===== src/rtl/alu_src_pkg.sv =====
// Shared definitions for the ALU B-operand select stage.
// Select encodings and beat packing helpers.
package alu_src_pkg;

    localparam int SEL_W = 3;

    localparam logic [SEL_W-1:0] SRC_REG      = 3'b000;
    localparam logic [SEL_W-1:0] SRC_CONST    = 3'b001;
    localparam logic [SEL_W-1:0] SRC_SEXT     = 3'b010;
    localparam logic [SEL_W-1:0] SRC_SEXT_SH2 = 3'b011;
    localparam logic [SEL_W-1:0] SRC_ZEXT     = 3'b100;
    localparam logic [SEL_W-1:0] SRC_LUI      = 3'b101;

    // A beat is packed as {err, data}.
    function automatic int beat_w(input int data_w);
        return data_w + 1;
    endfunction

endpackage


===== src/rtl/alu_src_b_gen.sv =====
// Combinational B-operand and illegal-select generation.
// Optional writeback bypass on the register source: ALUSRCB_FWD_EN.
import alu_src_pkg::*;

module alu_src_b_gen #(
    parameter int          DATA_W    = 32,
    parameter int          IMM_W     = 16,
    parameter int unsigned CONST_VAL = 4
) (
    input  logic [DATA_W-1:0] reg_b_data,
    input  logic [IMM_W-1:0]  imm,
    input  logic [SEL_W-1:0]  sel,
`ifdef ALUSRCB_FWD_EN
    input  logic              fwd_valid,
    input  logic [DATA_W-1:0] fwd_data,
`endif
    output logic [DATA_W-1:0] data,
    output logic              err
);

    logic [DATA_W-1:0] reg_src;
    logic [DATA_W-1:0] sext;
    logic [DATA_W-1:0] zext;
    logic [DATA_W-1:0] lui;

`ifdef ALUSRCB_FWD_EN
    assign reg_src = fwd_valid ? fwd_data : reg_b_data;
`else
    assign reg_src = reg_b_data;
`endif

    assign sext = {{(DATA_W-IMM_W){imm[IMM_W-1]}}, imm};
    assign zext = {{(DATA_W-IMM_W){1'b0}}, imm};
    assign lui  = {imm, {(DATA_W-IMM_W){1'b0}}};

    always_comb begin
        data = '0;
        err  = 1'b0;
        case (sel)
            SRC_REG:      data = reg_src;
            SRC_CONST:    data = DATA_W'(CONST_VAL);
            SRC_SEXT:     data = sext;
            SRC_SEXT_SH2: data = sext << 2;
            SRC_ZEXT:     data = zext;
            SRC_LUI:      data = lui;
            default:      err  = 1'b1;
        endcase
    end

endmodule


===== src/rtl/alu_src_b_stage.sv =====
// Registered ALU B-operand select with a 2-entry skid buffer.
// Optional writeback bypass ports: ALUSRCB_FWD_EN.
import alu_src_pkg::*;

module alu_src_b_stage #(
    parameter int          DATA_W    = 32,
    parameter int          IMM_W     = 16,
    parameter int unsigned CONST_VAL = 4
) (
    input  logic              clk,
    input  logic              reset,
    input  logic              in_valid,
    output logic              in_ready,
    input  logic [DATA_W-1:0] reg_b_data,
    input  logic [IMM_W-1:0]  imm,
    input  logic [SEL_W-1:0]  sel,
`ifdef ALUSRCB_FWD_EN
    input  logic              fwd_valid,
    input  logic [DATA_W-1:0] fwd_data,
`endif
    output logic              out_valid,
    input  logic              out_ready,
    output logic [DATA_W-1:0] out_data,
    output logic              out_sel_err
);

    localparam int BW = beat_w(DATA_W);

    logic [DATA_W-1:0] gen_data;
    logic              gen_err;
    logic [BW-1:0]     beat_d;
    logic [BW-1:0]     o_q;
    logic [BW-1:0]     s_q;
    logic              o_full;
    logic              s_full;
    logic              accept;

    alu_src_b_gen #(
        .DATA_W    (DATA_W),
        .IMM_W     (IMM_W),
        .CONST_VAL (CONST_VAL)
    ) u_gen (
        .reg_b_data (reg_b_data),
        .imm        (imm),
        .sel        (sel),
`ifdef ALUSRCB_FWD_EN
        .fwd_valid  (fwd_valid),
        .fwd_data   (fwd_data),
`endif
        .data       (gen_data),
        .err        (gen_err)
    );

    assign beat_d = {gen_err, gen_data};
    assign accept = in_valid && !s_full;

    // S can only be full while O is full, so O never empties from that state.
    always_ff @(posedge clk or posedge reset) begin
        if (reset) begin
            o_q    <= '0;
            s_q    <= '0;
            o_full <= 1'b0;
            s_full <= 1'b0;
        end else if (s_full) begin
            if (out_ready) begin
                o_q    <= s_q;
                s_full <= 1'b0;
            end
        end else if (accept) begin
            if (!o_full || out_ready) begin
                o_q    <= beat_d;
                o_full <= 1'b1;
            end else begin
                s_q    <= beat_d;
                s_full <= 1'b1;
            end
        end else if (out_ready) begin
            o_full <= 1'b0;
        end
    end

    assign in_ready    = !s_full;
    assign out_valid   = o_full;
    assign out_data    = o_q[DATA_W-1:0];
    assign out_sel_err = o_q[DATA_W];

endmodule


===== config.mk =====
export PLATFORM = sky130hd
export DESIGN_NAME = alu_src_b_stage
export DESIGN_NICKNAME = d
export VERILOG_FILES = /design/src/rtl/alu_src_pkg.sv /design/src/rtl/alu_src_b_gen.sv /design/src/rtl/alu_src_b_stage.sv
export SDC_FILE = /design/constraint.sdc
export NUM_CORES = 1
export LEC_CHECK = 0
export ABC_AREA = 1
export BUFFER_PORTS_ARGS = -buffer_cell sky130_fd_sc_hd__buf_4
export CORE_MARGIN = 2
export CORE_UTILIZATION = 45
export CTS_BUF_LIST = sky130_fd_sc_hd__clkbuf_16
export DETAILED_ROUTE_END_ITERATION = 16
export MAX_ROUTING_LAYER = met4
export PLACE_DENSITY = 0.69
export SYNTH_ARGS = -nofsm -noshare
export SYNTH_HDL_FRONTEND = slang
export SYNTH_SLANG_ARGS = --single-unit

===== constraint.sdc =====
create_clock -name clk -period 2.3 [get_ports clk]
set_clock_uncertainty 0.2 [all_clocks]
set_input_delay 0.115 -clock clk [delete_from_list [all_inputs] [get_ports clk]]
set_output_delay 0.115 -clock clk [all_outputs]
set_load 0.05 [all_outputs]

==> flow_summary.yaml <==
pwr:
  leakagePower_nw: 2.77
  powerDensity_mw_per_mm2: 948
  switching_share_pct: 39.8
  netSwitchingPower_w: 0.00197
  pwr-share-seq_pct: 34.2
  cell_internal_pwr_w: 0.00298
  power.share.clock_pct: 26.4
  comb_power_share_pct: 39.4
  ir_drop_mv: 0.466
floorplan:
  die_h_um: 96.4
  core-area_mm2: 0.00826
  io_pins: 90
  dieWidth_um: 96.4
  initial_core_util_pct: 46.5
  rows: 33
  die-area_mm2: 0.00929
timing:
  relSlewSlack_pct: 56.5
  period_share_pct: 93.3
  hold_violations: 0
  slew_violations: 0
  timing.fmax_mhz: 466
  setup_tns_ns: 0
  fin_ws_ns: 0.155
  period_needed_ns: 2.15
  setup_viol: 0
  tightestPinTransition_ns: 0.650
  rsz0062_at_grt: "no"
synthesis:
  seq_area_frac_synth_pct: 44.3
  synth-edff-count: 0
  ys_types: 22
  postSynthCellCount: 538
  async_flop_share_pct: 100
  synth_nets: 593
  synth_top_cells_by_count: "nand2_1, dfrtp_1, nand3_1"
  synth.area.top_cells: "dfrtp_1, nand2_1, nand4_1, nand3_1, inv_1"
  syn_avg_cell_area_um2: 7.14
  yosys.area.top_type: "dfrtp_1"
  synth_top_area_share_pct: 44.3
  synth_most_common_cell: "nand2_1"
  ys_warn_count: 0
  synth_area_mm2: 0.00384
  ys_ff_latch: 68
  synth_ff_type: "dfrtp_1"
clocking:
  clk_latency_ns: 0.34
  post-cts-setup-buffers: 0
  cts_sinks: 68
  cts_buffers: 9
  cts_root_buf: "clkbuf_16"
  htree_levels: 3
  path_clk_slew_ns: 0.05
  cts_tree: "done"
  clockBufferDepth: 2
worst_setup_path:
  rr_worst_depth: 7
  r2r-start: "s_full"
  r2r-end: "s_q[1]"
  worstSetupPathType: "reg -> reg"
  startpoint_type: "register"
  crit_fanout: 25
  required_ns: 2.37
  r2r_setup_slack_ns: 0.15
  cp-end-kind: "register"
  cp.arrival_ns: 2.22
grt:
  grt_pass1_vias: 3797
  antenna_found_initial: 0
  grt_overflow: 0
  grt_max_degree: 42
  track_usage_pct: 27.0
  grt_first_pass_wirelength_mm: 18.4
drt:
  wl_per_cell_um: 14.8
  drc: 0
  drt_iter0_markers: 270
  routed_wl_mm: 11.2
  final_antenna_net_count: 0
  via_count: 4043
  routed_via_density: 5.33
  drtPass1Iterations: 5
placement:
  gp_congestion: 0.935
  dpl.hpwl_mm: 7.58
  dp_slack_ns: 0.594
  port-buffer-count: 89
min_path:
  holdCritPathClass: "in -> reg"
  hold_end: "o_q[15]"
  min-delay-start: "reg_b_data[15]"
  hold_path_depth: 7
layout:
  drive_gt1_share_pct: 19.0
  fin_nets: 704
  n_antenna_cell: 0
  syn_to_final_growth_pct: 35.8
  fillCellCount: 762
status:
  status: "completed"
job:
  maxCapViolations: 0
==> metal layers <==
layer / up-vias / part of all wire, % / global-route usage, %
met4: 0 / 1.6 / 9.51
met3: 21 / 8.1 / 5.12
met1: 1877 / 42 / 35.1
li1: 1972 / - / -
met2: 173 / 48 / 42.5
met5: - / 0 / -
==> critical path, stage by stage (launching register included) <==
cell and delay, ns:
dfrtp_1 0.43, nor2_2 0.17, nand3_4 0.15, inv_2 0.10, buf_6 0.20, nor2_1 0.06, a31oi_1 0.18, dlygate4sd3_1 0.58
==> how the worst max path moves through the flow <==
stage | start | endpoint | depth (start not counted)
2_1_floorplan | reset | o_q[0] | 1
3_3_place_gp | s_full | o_q[6] | 7
3_5_place_dp | s_full | o_q[6] | 7
4_1_cts | out_ready | s_q[1] | 9
5_1_grt | s_full | s_q[1] | 7
6_report | s_full | s_q[1] | 7
==> state kept, by name, indices dropped and copies added, names as in the netlist <==
register,flops
o_q,33
out_valid,1
s_full,1
s_q,33
==> power by group through the flow <==
stage	Sequential [W]	Combinational, W	Clock (W)
after floorplan	0.00233	0.000667	0
after global placement	0.00169	0.00186	0
after detailed placement	0.00171	0.00188	0
after CTS	0.00169	0.00195	0.00132
after global routing	0.00173	0.00212	0.00137
final	0.00169	0.00195	0.00131
==> area by class of cell <==
class	instances	area [um^2]	area share [%]
multi-input cells	382	1750	33.6
flip-flops and latches	68	1700	32.6
well taps	105	131	2.52
clock inverters	6	48.8	0.935
clock buffers	9	225	4.32
repair buffers	137	1160	22.3
inverters	51	191	3.67
==> metrics by stage <==
stage	std cells	util, %	instance area [um^2]	hold slack, ns	power, W
global route	758	63.2	5220	0.0516	0.00522
CTS	758	63.0	5200	0.00819	0.00496
global placement	705	55.1	4550	-0.0383	0.00355
floorplan	538	-	3840	0.0812	0.00300
finish	758	63.2	5220	0.00755	0.00495
detailed placement	705	55.1	4550	-0.0369	0.00359
==> cells in the final DEF (no fill, tap or decap), drive strengths merged, types with 2 or more instances in the layout <==
master | Yosys | layout
nand2 | 197 | 197
nand4 | 45 | 45
buf | 26 | 99
nor2 | 21 | 21
o21ai | 31 | 31
a21oi | 30 | 30
nand3 | 54 | 54
clkbuf | 11 | 9
inv | 51 | 53
dlygate4sd3 | 0 | 38
a31oi | 2 | 2
clkinv | 0 | 3
dfrtp | 68 | 68
==> cell families after synthesis <==
group / count (synthesis) / synth area share (%)
AOI/OAI and AO/OA: 64 / 8.47
buffers and inverters: 88 / 10.3
DFF: 68 / 44.3
and+or+nand+nor: 318 / 36.9
==> what timing repair did <==
action                                 CTS  global route
hold buffers                            38             0
endpoints found under the hold margin  112             0
setup endpoints to repair                0             2
gates resized for setup                  0             3
(Power assumes the default switching activity.)
